## src/rtl/cic_interpolator.sv

```systemverilog
// cic_interpolator
//   N-stage CIC interpolator (differential delay 1) with power-of-two factor R,
//   gain normalised to unity by an arithmetic right shift, saturated output.
//   One low-rate sample is taken over valid/ready every R clocks. One output
//   sample is produced every clock once the pipeline has filled.
//   Optional feature macro: CIC_INT_ROUND_EN. When defined, the normalising
//   shift rounds half-up. When undefined, the shift truncates toward -inf.
// Ports
//   CLK                       system clock, rising edge
//   RST                       asynchronous reset, active low
//   filter_enable             0 clears everything synchronously back to IDLE
//   CIC_Interpolation_Factor  R, legal values 1,2,4,8,16
//   in_data / in_valid        low-rate input sample and its valid flag
//   in_ready                  input accepted this cycle (combinational)
//   out_data / out_valid      interpolated sample, valid every RUN cycle once filled
//   underrun                  one-cycle pulse when a zero replaced a missing sample
//   factor_err                R is illegal (combinational level)
module cic_interpolator #(
    parameter int unsigned DATA_WIDTH = 16,
    parameter int unsigned N_STAGES   = 3,
    parameter int unsigned LOG2_MAX_R = 4
) (
    input  logic                  CLK,
    input  logic                  RST,
    input  logic                  filter_enable,
    input  logic [4:0]            CIC_Interpolation_Factor,
    input  logic [DATA_WIDTH-1:0] in_data,
    input  logic                  in_valid,
    output logic                  in_ready,
    output logic [DATA_WIDTH-1:0] out_data,
    output logic                  out_valid,
    output logic                  underrun,
    output logic                  factor_err
);

    localparam int unsigned W_ACC  = DATA_WIDTH + N_STAGES * LOG2_MAX_R;
    localparam int unsigned PH_W   = LOG2_MAX_R;
    localparam int unsigned LR_W   = $clog2(LOG2_MAX_R + 1);
    localparam int unsigned SH_W   = $clog2(W_ACC);
    localparam int unsigned FILL_W = $clog2(N_STAGES + 1);
    localparam logic signed [W_ACC-1:0] SAT_MAX =
        {{(W_ACC-DATA_WIDTH+1){1'b0}}, {(DATA_WIDTH-1){1'b1}}};
    localparam logic signed [W_ACC-1:0] SAT_MIN = ~SAT_MAX;

    typedef enum logic {IDLE = 1'b0, RUN = 1'b1} state_t;

    state_t                  r_state;
    logic [LR_W-1:0]         r_log2r;
    logic [PH_W-1:0]         r_phase;
    logic [FILL_W-1:0]       r_fill;
    logic signed [W_ACC-1:0] r_comb_dly [N_STAGES];
    logic signed [W_ACC-1:0] r_u;
    logic signed [W_ACC-1:0] r_int [N_STAGES];

    logic                    w_fact_ok;
    logic [LR_W-1:0]         w_fact_log2;
    logic [PH_W-1:0]         w_ph_max;
    logic                    w_ph_last;
    logic                    w_accept;
    logic                    w_comb_clk;
    logic signed [W_ACC-1:0] w_comb [N_STAGES+1];
    logic [SH_W-1:0]         w_shift;
    logic signed [W_ACC-1:0] w_round;
    logic signed [W_ACC-1:0] w_shifted;
    logic [DATA_WIDTH-1:0]   w_sat;

    // Factor decode: legal only for an exact power of two up to 2^LOG2_MAX_R
    always_comb begin
        w_fact_ok   = 1'b0;
        w_fact_log2 = '0;
        for (int i = 0; i <= int'(LOG2_MAX_R); i++) begin
            if (CIC_Interpolation_Factor == 5'(1 << i)) begin
                w_fact_ok   = 1'b1;
                w_fact_log2 = LR_W'(i);
            end
        end
    end

    assign factor_err = !w_fact_ok;

    // Phase wraps at R-1 of the R latched on entry to RUN
    assign w_ph_max   = ~({PH_W{1'b1}} << r_log2r);
    assign w_ph_last  = (r_phase == w_ph_max);
    assign in_ready   = filter_enable && w_fact_ok && ((r_state == IDLE) || w_ph_last);
    assign w_accept   = in_valid && in_ready;
    assign w_comb_clk = (r_state == IDLE) ? w_accept : w_ph_last;

    // Comb chain is combinational; only its delay taps are registered
    always_comb begin
        w_comb[0] = w_accept ? {{(W_ACC-DATA_WIDTH){in_data[DATA_WIDTH-1]}}, in_data} : '0;
        for (int k = 0; k < int'(N_STAGES); k++) begin
            w_comb[k+1] = w_comb[k] - r_comb_dly[k];
        end
    end

    // Gain normalisation: divide by R^(N-1), then clamp to the output range
    assign w_shift = SH_W'(r_log2r * (N_STAGES - 1));

    always_comb begin
`ifdef CIC_INT_ROUND_EN
        w_round = (w_shift != '0) ? (W_ACC'(1) << (w_shift - SH_W'(1))) : '0;
`else
        w_round = '0;
`endif
        w_shifted = (r_int[N_STAGES-1] + w_round) >>> w_shift;
        if (w_shifted > SAT_MAX) begin
            w_sat = SAT_MAX[DATA_WIDTH-1:0];
        end else if (w_shifted < SAT_MIN) begin
            w_sat = SAT_MIN[DATA_WIDTH-1:0];
        end else begin
            w_sat = w_shifted[DATA_WIDTH-1:0];
        end
    end

    // Control, comb taps, zero-stuffing upsampler, integrators and output register
    always_ff @(posedge CLK or negedge RST) begin
        if (!RST) begin
            r_state   <= IDLE;
            r_log2r   <= '0;
            r_phase   <= '0;
            r_fill    <= '0;
            r_u       <= '0;
            out_data  <= '0;
            out_valid <= 1'b0;
            underrun  <= 1'b0;
            for (int k = 0; k < int'(N_STAGES); k++) begin
                r_comb_dly[k] <= '0;
                r_int[k]      <= '0;
            end
        end else if (!filter_enable) begin
            r_state   <= IDLE;
            r_log2r   <= '0;
            r_phase   <= '0;
            r_fill    <= '0;
            r_u       <= '0;
            out_data  <= '0;
            out_valid <= 1'b0;
            underrun  <= 1'b0;
            for (int k = 0; k < int'(N_STAGES); k++) begin
                r_comb_dly[k] <= '0;
                r_int[k]      <= '0;
            end
        end else begin
            case (r_state)
                IDLE: begin
                    if (w_accept) begin
                        r_state <= RUN;
                        r_log2r <= w_fact_log2;
                        r_phase <= '0;
                    end
                end
                RUN: begin
                    r_phase <= w_ph_last ? '0 : r_phase + PH_W'(1);
                    if (r_fill != FILL_W'(N_STAGES)) begin
                        r_fill <= r_fill + FILL_W'(1);
                    end
                end
            endcase

            if (w_comb_clk) begin
                for (int k = 0; k < int'(N_STAGES); k++) begin
                    r_comb_dly[k] <= w_comb[k];
                end
                r_u <= w_comb[N_STAGES];
            end else begin
                r_u <= '0;
            end

            // Pipelined integrators; in IDLE everything is zero so they stay zero
            r_int[0] <= r_int[0] + r_u;
            for (int k = 1; k < int'(N_STAGES); k++) begin
                r_int[k] <= r_int[k] + r_int[k-1];
            end

            underrun  <= (r_state == RUN) && w_ph_last && !w_accept;
            out_valid <= (r_state == RUN) && (r_fill == FILL_W'(N_STAGES));
            out_data  <= w_sat;
        end
    end

endmodule

```

## config.mk

```make
export PLATFORM = sky130hd
export DESIGN_NAME = cic_interpolator
export DESIGN_NICKNAME = d
export VERILOG_FILES = /design/src/rtl/cic_interpolator.sv
export SDC_FILE = /design/constraint.sdc
export NUM_CORES = 1
export LEC_CHECK = 0
export ABC_AREA = 1
export BUFFER_PORTS_ARGS = -buffer_cell sky130_fd_sc_hd__buf_4
export CAP_MARGIN = 20
export CORE_MARGIN = 1
export CORE_UTILIZATION = 46
export DETAILED_ROUTE_END_ITERATION = 10
export GPL_TIMING_DRIVEN = 0
export HOLD_SLACK_MARGIN = 0.12
export PLACE_DENSITY = 0.73
export SLEW_MARGIN = 20
export SYNTH_ARGS = -nofsm -noshare
export SYNTH_HDL_FRONTEND = slang
export SYNTH_SLANG_ARGS = --single-unit
```

## constraint.sdc

```tcl
create_clock -name CLK -period 6.75 [get_ports CLK]
set_input_delay 0.3375 -clock CLK [delete_from_list [all_inputs] [get_ports CLK]]
set_output_delay 0.3375 -clock CLK [all_outputs]
set_load 0.03 [all_outputs]
```

==> reports/qor.yml, run 1 <==
layout:
  nFillCells: 3321
  final_cell_mix: "nand2_1 (479), inv_1 (288), a21oi_1 (235)"
  layout_commonest_cell: "nand2_1"
  synthToLayoutAreaGrowth_pct: 12.6
  drive_gt1_frac: 0.0678
  finalNetCount: 2503
  antenna-diode-count: 0
timing:
  drv_slew: 0
  hold_slack_ps: 158
  setup_viol: 0
  post-route-period-util: 0.927
  setup_tns_ps: 0
  fin_crit_ps: 6260
  tightest_slew_ps: 875
  worst_slack_ps: 491
  max_freq_mhz: 160
  finalHoldViolations: 0
  slew-limit-headroom: 0.417
  skew_ps: 15.2
critical_path:
  cp_data_required_time_ps: 7190
  cp-start-kind: "flop"
  cpPeakStageDelay_ps: 450
  cp-end-kind: "flop"
  crit_top_cell: "nand2_1"
  path_max_fanout: 10
  crit_slowest_cell: "fa_1"
  worstSetupPathType: "flop to flop"
  critPathArrivalTime_ps: 6700
routing:
  routedWlPerCell_um: 15.9
  drtIter0Drc: 876
  drtAntennaViolNets: 0
  routed_via_density: 5.42
  drt_pass1_iterations: 7
  drt-total-wl_um: 44200
  route.vias.total: 15100
  drc: 0
clock_tree:
  cts_buffers: 26
  cts_tree: "built"
  cts-root-buf: "clkbuf_16"
  cts.htree.levels: 1
  clkSinkCount: 212
  clkSlewWorstSetupHoldPaths_ps: 60
  clkLatencyLatePin_ps: 550
  cts_buffer_depth: 3
floorplan:
  start_util: 0.468
  die_x_um: 190
  pin_count: 45
  coreArea_sq_mm: 0.0346
  die_h_um: 190
  num_rows: 68
  die_area_sq_mm: 0.0360
placement:
  gp_congestion: 0.939
  hpwl_um: 35100
  dp_worst_setup_slack_ps: -175
  io_buffers: 44
run:
  max_cap_viol_count: 0
power_and_ir_drop:
  p_comb_frac: 0.545
  power.switching_uw: 2800
  p_leak_uw: 0.00923
  switching_share: 0.451
  power.density_mw_per_mm2: 341
  clkPwrFrac: 0.218
  vdd_drop_max_mv: 0.291
  p_int_uw: 3410
  p_seq_frac: 0.238
logic_synthesis:
  synth_edf_count: 0
  synthFlopType: "dfrtp_1"
  synth_warnings: 0
  synth_seq_cells: 212
  ys_seq_area_frac: 0.328
  synth_fp_nets: 2411
  syn_inst: 2227
  avgSynthCellArea_sq_um: 7.27
  netlist_area_sq_mm: 0.0162
  yosysUniqueCellTypes: 50
  synthArstFlopShare: 1.00
grt:
  antenna_found_initial: 0
  grt_overflow: 0
  grt_pass1_vias: 15100
  grt_pass1_wl_um: 73500
  grt_max_degree: 97
  grt_util_all_layers: 0.251
run_status:
  status: "finished clean"
hold_path:
  min-delay-path-class: "input pin to flop"
-- power groups by stage --
stage | registers [uW] | clock network, uW | logic (uW)
finish | 1480 | 1350 | 3390
global route | 1490 | 1430 | 3810
CTS | 1480 | 1390 | 3230
detailed placement | 1500 | 0 | 3200
global placement | 1500 | 0 | 3150
floorplan | 1520 | 0 | 2370
-- cells by family (layout without fill, tap and decap cells) --
| family | after synthesis | in the layout | synth area share |
|---|---|---|---|
| AND/OR/NAND/NOR | 847 | 847 | 0.214 |
| AO/OA/AOI/OAI | 588 | 588 | 0.204 |
| buffers and inverters | 337 | 442 | 0.0828 |
| flip-flops | 212 | 212 | 0.328 |
| adder cells (fa/ha/maj) | 159 | 159 | 0.126 |
| XOR/XNOR | 80 | 80 | 0.0437 |
| multiplexers | 4 | 4 | 0.00255 |
-- routing by layer --
| layer | up-vias | track usage | wire length [um] |
|---|---|---|---|
| li1 | 7652 | - | - |
| met1 | 7071 | 0.299 | 18700 |
| met2 | 288 | 0.462 | 22500 |
| met3 | 93 | 0.0266 | 1440 |
| met4 | 0 | 0.0924 | 1490 |
| met5 | - | 0 | 0 |
-- Yosys cell counts (3+ instances only) --
master / instances / share of area
nand2_1: 480 / 0.11
inv_1: 288 / 0.067
a21oi_1: 241 / 0.074
nor2_1: 217 / 0.050
dfrtp_1: 212 / 0.33
o21ai_0: 195 / 0.060
ha_1: 153 / 0.12
nand3_1: 86 / 0.027
xor2_1: 49 / 0.027
o21bai_1: 31 / 0.014
xnor2_1: 30 / 0.016
nor3_1: 26 / 0.0080
o22ai_1: 24 / 0.0093
o211ai_1: 23 / 0.011
clkbuf_1: 18 / 0.0042
a21o_1: 16 / 0.0074
o21ai_1: 16 / 0.0049
nand4_1: 15 / 0.0058
buf_2: 12 / 0.0037
buf_4: 8 / 0.0037
nor4_1: 8 / 0.0031
o22ai_2: 8 / 0.0062
a221oi_1: 6 / 0.0032
a31oi_1: 6 / 0.0023
fa_1: 6 / 0.0074
o21a_1: 6 / 0.0028
a21boi_0: 5 / 0.0023
buf_6: 4 / 0.0028
inv_2: 4 / 0.00093
buf_1: 3 / 0.00070
mux2i_1: 3 / 0.0019
nand2_2: 3 / 0.0012
o221ai_1: 3 / 0.0016
-- area by class of cell --
type | count | area [sq um] | area share
multi-input combinational | 1678 | 9650 | 0.529
sequential | 212 | 5310 | 0.291
inverter | 292 | 1100 | 0.0601
clock buffer | 35 | 716 | 0.0392
timing repair buffer | 66 | 583 | 0.0320
tap | 455 | 569 | 0.0312
buffer | 43 | 240 | 0.0132
clock inverter | 6 | 80.1 | 0.00439
-- sequential cells by signal (all words and copies together), names as in the netlist, 2 cells and up --
signal      flops
out_data       16
r_comb_dly     72
r_fill          2
r_int          84
r_log2r         3
r_phase         4
r_u            28
-- per-stage QoR --
stage	total power, uW	cells	area, sq um	util
3_5_place_dp	4700	2728	17200	0.495
6_report	6220	2787	18200	0.527
4_1_cts	6090	2784	18100	0.523
5_1_grt	6730	2787	18200	0.527
2_1_floorplan	3890	2227	16200	-
3_3_place_gp	4650	2726	17100	0.494
-- final timing paths --
kind | cells past startpoint | endpoint | slack (ps) | from
setup / recovery | 40 | r_u[27]$_DFF_PN0_ | 490 | r_log2r[2]$_DFFE_PN0P_
hold / removal | 3 | r_log2r[2]$_DFFE_PN0P_ | 160 | CIC_Interpolation_Factor[4]
setup reg to reg | 40 | r_u[27]$_DFF_PN0_ | 490 | r_log2r[2]$_DFFE_PN0P_
hold reg to reg | 2 | r_comb_dly[25]$_DFFE_PN0P_ | 480 | r_comb_dly[25]$_DFFE_PN0P_
max in group asynchronous | 3 | r_comb_dly[45]$_DFFE_PN0P_ | 5670 | RST
min in group asynchronous | 2 | out_data[3]$_DFF_PN0_ | 280 | RST
-- worst max-delay path, delay by kind of cell, from the launching register on --
family          cells  cell delay, ps
compound gates     10            1800
buf+inv             5             600
simple gates       20            1840
xor+xnor            1             140
flops               1             420
fa+ha+maj           4            1340
-- timing repair --
| action | in CTS | in global routing |
|---|---|---|
| endpoints found under the setup margin | 6 | 15 |
| setup buffers | 0 | 4 |
| endpoints found under the hold margin | 136 | 0 |
| hold buffers | 16 | 0 |
| gates resized for setup | 1 | 30 |
| pin swaps | 0 | 5 |
Note: power is estimated with default switching activity, not from simulation.
==> inputs of run 2 (changes only) <==
- CORE_UTILIZATION: 46 -> 35
- PLACE_DENSITY: 0.73 -> 0.61
- REMOVE_ABC_BUFFERS: not set -> 1
==> run 2 against run 1 <==
Compared with the run above: count of clock-buffer cells in the layout grew 2; die area is 31% higher; wire length fell by 2.2%; worst hold slack got worse by 20 ps; setup slack worse by 100 ps; fmax down 1.6%; highest routed layer unchanged; critical endpoint is now r_u[25]$_DFF_PN0_; clock power shrank 7%; via count shrank 2.4%; cell count grew 4.0%; combinational power hardly changed; sequential share of layout area about the same; non-clock buffer count decreased by 35.
==> reports/qor.yml, run 2 (synthesis gave the netlist of run 1 again) <==
grt:
  grt_overflow: 0
  gr-usage-met1: 0.217
  antenna_found_initial: 0
  busiest_layer: "met2"
  grtUsageMet2: 0.342
  grt_util_all_layers: 0.184
  grt_pass1_wl_um: 70800
  grt_max_degree: 88
  grt_pass1_vias: 14600
  use_met3: 0.0191
layout:
  top_register: "r_int"
  largest_reg_flops: 84
  layout_commonest_cell: "nand2_1"
  drive_gt1_frac: 0.0688
  synthToLayoutAreaGrowth_pct: 13.0
  largestRegisters: "r_int x84, r_comb_dly x72, r_u x28"
  final_cell_area_sq_mm: 0.0183
  finalNonFillerCells: 2898
  finalNetCount: 2468
  final_cell_mix: "nand2_1 (478), inv_1 (288), a21oi_1 (235)"
  antenna-diode-count: 0
  utilization: 0.402
critical_path:
  critPathArrivalTime_ps: 6830
  crit_slowest_cell: "dfrtp_4"
  cpPeakStageDelay_ps: 560
  worstSetupPathType: "flop to flop"
  cp-end-kind: "flop"
  crit_top_cell: "nand2_1"
  cp_data_required_time_ps: 7210
  cp-start-kind: "flop"
  path_max_fanout: 11
placement:
  dp_worst_setup_slack_ps: -1280
  io_buffers: 44
  dpl_cell_area_sq_mm: 0.0171
  hpwl_um: 32300
  dp.cells: 2828
  gp_congestion: 0.876
timing:
  skew_ps: 9.93
  finalHoldViolations: 0
  slew-limit-headroom: 0.426
  post-route-period-util: 0.943
  fin_crit_ps: 6360
  setup_viol: 0
  worst_slack_ps: 387
  setup_tns_ps: 0
  tightest_slew_ps: 852
  drv_slew: 0
  max_freq_mhz: 157
floorplan:
  die_area_sq_mm: 0.0471
  num_rows: 78
  die_x_um: 217
  pin_count: 45
  coreArea_sq_mm: 0.0455
  start_util: 0.356
  die_h_um: 217
clock_tree:
  cts_buffer_depth: 3
  cts_buffers: 25
  cts.htree.levels: 1
  cts-root-buf: "clkbuf_16"
  clkSinkCount: 212
  clkLatencyLatePin_ps: 540
  cts_tree: "built"
  clkSlewWorstSetupHoldPaths_ps: 60
power_and_ir_drop:
  p_seq_frac: 0.242
  vdd_drop_max_mv: 0.181
  switching_share: 0.454
  p_comb_frac: 0.551
  p_int_uw: 3330
  clkPwrFrac: 0.207
  power.density_mw_per_mm2: 333
  power.switching_uw: 2770
  p_leak_uw: 0.00911
routing:
  drc: 0
  route.vias.total: 14700
  drtIter0Drc: 799
  routed_via_density: 5.09
  drt_pass1_iterations: 5
  drt-total-wl_um: 43200
  routedWlPerCell_um: 14.9
  drtAntennaViolNets: 0
run:
  max_cap_viol_count: 0
run_status:
  status: "finished clean"
hold_path:
  min-delay-path-class: "input pin to flop"
-- run 2: area by class of cell --
cell class / count / area [sq um]
fillers: 4806 / 27200
flip-flops and latches: 212 / 5310
clock buffers: 37 / 711
inverters: 292 / 1110
repair buffers: 74 / 653
multi-input cells: 1679 / 9740
well taps: 600 / 751
clock inverters: 4 / 22.5
-- run 2: layer usage --
layer,vias up,share of wire
met2,225,0.51
met3,81,0.023
met1,6856,0.44
met4,0,0.032
li1,7584,-
met5,-,0
-- run 2: worst max-delay path: cells and delay by family, from the launching register on --
kind	cells	cell delay, ps
AO/OA/AOI/OAI	6	1200
XOR/XNOR	3	520
adder cells (fa/ha/maj)	4	1440
buffers and inverters	3	270
flip-flops	1	560
AND/OR/NAND/NOR	18	2290
-- run 2: worst paths after layout --
check	startpoint	to	slack (ps)	cells after the start
min in group asynchronous	RST	out_data[7]$_DFF_PN0_	290	2
max	r_log2r[1]$_DFFE_PN0P_	r_u[25]$_DFF_PN0_	390	34
max in group asynchronous	RST	r_u[19]$_DFF_PN0_	5250	4
min reg2reg	r_comb_dly[25]$_DFFE_PN0P_	r_comb_dly[25]$_DFFE_PN0P_	480	2
max reg2reg	r_log2r[1]$_DFFE_PN0P_	r_u[25]$_DFF_PN0_	390	34
min	CIC_Interpolation_Factor[4]	r_log2r[2]$_DFFE_PN0P_	140	3
-- run 2: power groups by stage --
stage | combinational (uW) | clock (uW) | sequential [uW]
floorplan | 2350 | 0 | 1520
global placement | 3130 | 0 | 1500
detailed placement | 3150 | 0 | 1500
CTS | 3180 | 1300 | 1480
global route | 3790 | 1350 | 1490
finish | 3360 | 1260 | 1480
-- run 2: what timing repair did --
item	4_1_cts	5_1_grt
hold buffers	16	0
buffers inserted	3	9
endpoints found under the hold margin	59	0
resized for setup	13	40
setup endpoints to repair	18	12
cloned	1	0
pin swaps	2	6
-- run 2: stage by stage --
stage          power [uW]  hold slack [ps]
3_3_place_gp         4620              465
6_report             6090              137
2_1_floorplan        3870             41.9
5_1_grt              6620              137
3_5_place_dp         4650              267
4_1_cts              5960              126
==> inputs of run 3 (changes only) <==
- CTS_BUF_LIST: not set -> sky130_fd_sc_hd__clkbuf_8
- GPL_ROUTABILITY_DRIVEN: not set -> 0
==> run 3 against run 2 <==
Compared with the run above: sequential cell count is the same; final area shrank 0.72%; sequential share of layout area grew 0.20 points.
==> reports/qor.yml, run 3 (synthesis gave the netlist of run 1 again) <==
placement:
  io_buffers: 44
  hpwl_um: 30800
  dpl_cell_area_sq_mm: 0.0171
  dp.cells: 2828
timing:
  max_freq_mhz: 157
  post-route-period-util: 0.942
  setup_viol: 0
  drv_slew: 0
  finalHoldViolations: 0
  fin_crit_ps: 6360
  tightest_slew_ps: 768
  slew-limit-headroom: 0.483
  skew_ps: 17.8
critical_path:
  cp-start-kind: "flop"
  worstSetupPathType: "flop to flop"
  r2r_slack_ps: 390
  path_buf_inv: 3
  cpLargestDelayFamily: "simple AND/OR/NAND/NOR gates"
  crit_slowest_cell: "dfrtp_4"
  cp-end-kind: "flop"
  cp_data_required_time_ps: 7220
  path_max_fanout: 11
  crit_top_cell: "nand2_1"
  critPathArrivalTime_ps: 6830
  r2r-start: "r_log2r[1]$_DFFE_PN0P_"
  r2r_end: "r_u[25]$_DFF_PN0_"
  worstRegToRegCells: 35
  cpPeakStageDelay_ps: 550
clock_tree:
  clkLatencyLatePin_ps: 560
  cts_buffers: 39
  cts_tree: "built"
  cts.htree.levels: 2
  clkSlewWorstSetupHoldPaths_ps: 50
  cts-root-buf: "clkbuf_8"
  cts_buffer_depth: 3
  clkSinkCount: 212
hold_path:
  hp-start: "CIC_Interpolation_Factor[4]"
  min-delay-path-class: "input pin to flop"
  holdPathStages: 3
  hold-path-endpoint: "r_log2r[2]$_DFFE_PN0P_"
layout:
  largestRegisters: "r_int x84, r_comb_dly x72, r_u x28"
  drive_gt1_frac: 0.0638
  synthToLayoutAreaGrowth_pct: 12.2
  largest_reg_flops: 84
  finalNetCount: 2481
  top_register: "r_int"
  layout_commonest_cell: "nand2_1"
  nFillCells: 4777
  antenna-diode-count: 0
  finalNonFillerCells: 2918
  final_cell_area_sq_mm: 0.0182
  final_cell_mix: "nand2_1 (480), inv_1 (298), a21oi_1 (241)"
floorplan:
  die_x_um: 217
  pin_count: 45
  die_h_um: 217
  num_rows: 78
  die_area_sq_mm: 0.0471
  start_util: 0.356
  coreArea_sq_mm: 0.0455
power_and_ir_drop:
  p_int_uw: 3200
  p_comb_frac: 0.544
  p_leak_uw: 0.00916
  p_seq_frac: 0.251
  clkPwrFrac: 0.204
  switching_share: 0.454
  power.density_mw_per_mm2: 323
  power.switching_uw: 2660
  vdd_drop_max_mv: 0.200
grt:
  grt_pass1_wl_um: 68600
  grt_pass1_vias: 14700
  grt_max_degree: 99
  grt_overflow: 0
  grt_util_all_layers: 0.176
  antenna_found_initial: 0
run:
  max_cap_viol_count: 0
routing:
  route.vias.total: 14900
  drt-total-wl_um: 41300
  drtIter0Drc: 696
  drc: 0
  routed_via_density: 5.09
  drt_pass1_iterations: 7
  drtAntennaViolNets: 0
  routedWlPerCell_um: 14.2
run_status:
  status: "finished clean"
## run 3: tightest hold or removal path, delay by kind of cell
| kind | cells | cell delay, ps |
|---|---|---|
| buffers and inverters | 1 | 120 |
| and+or+nand+nor | 1 | 100 |
| AOI/OAI and AO/OA | 1 | 90 |
## run 3: power by group through the flow
stage / Clock, uW / Sequential (uW) / Combinational, uW
final: 1200 / 1470 / 3190
after global routing: 1300 / 1490 / 3610
after CTS: 1240 / 1470 / 3130
after detailed placement: 0 / 1500 / 3110
after global placement: 0 / 1490 / 3070
after floorplan: 0 / 1520 / 2350
## run 3: cell type report
type | instances | area (sq um) | share of cell area
multi-input cells | 1679 | 9620 | 0.530
clock inverters | 12 | 47.5 | 0.00262
well taps | 600 | 751 | 0.0413
clock buffers | 50 | 688 | 0.0379
repair buffers | 73 | 639 | 0.0352
flip-flops and latches | 212 | 5310 | 0.292
inverters | 292 | 1110 | 0.0610
## run 3: per-stage QoR
| step | hold slack, ps | TNS (ps) | power, uW | setup slack, ps | utilization |
|---|---|---|---|---|---|
| after global routing | 165 | -12.9 | 6390 | -10.8 | 0.399 |
| after global placement | 465 | -11380 | 4560 | -977 | 0.374 |
| final | 152 | 0 | 5860 | 389 | 0.399 |
| after CTS | 121 | 0 | 5850 | 166 | 0.397 |
| after floorplan | 41.9 | 0 | 3870 | 680 | - |
| after detailed placement | 211 | -12020 | 4610 | -976 | 0.376 |
## run 3: how the worst max path moves through the flow
stage                           start           endpoint  slack [ps]  cells after the start
2_1_floorplan  r_log2r[0]$_DFFE_PN0P_  r_u[26]$_DFF_PN0_         680                     38
3_3_place_gp            filter_enable  r_u[27]$_DFF_PN0_        -980                     32
3_5_place_dp            filter_enable  r_u[25]$_DFF_PN0_        -980                     34
4_1_cts        r_log2r[0]$_DFFE_PN0P_  r_u[25]$_DFF_PN0_         170                     34
5_1_grt        r_log2r[1]$_DFFE_PN0P_  r_u[26]$_DFF_PN0_         -10                     38
6_report       r_log2r[1]$_DFFE_PN0P_  r_u[25]$_DFF_PN0_         390                     35
## run 3: what timing repair did
| item | 4_1_cts | 5_1_grt |
|---|---|---|
| endpoints found under the hold margin | 227 | 0 |
| resized for setup | 12 | 10 |
| buffers inserted | 3 | 8 |
| pin swaps | 2 | 3 |
| setup endpoints to repair | 18 | 11 |
| hold buffers | 16 | 0 |
| cloned | 1 | 0 |
## run 3: routing by layer
| layer | vias to the layer above | wire [um] | global-route usage |
|---|---|---|---|
| li1 | 7610 | - | - |
| met1 | 6872 | 18100 | 0.206 |
| met2 | 263 | 20400 | 0.320 |
| met3 | 111 | 1260 | 0.0235 |
| met4 | 0 | 1500 | 0.0728 |
| met5 | - | 0 | 0 |
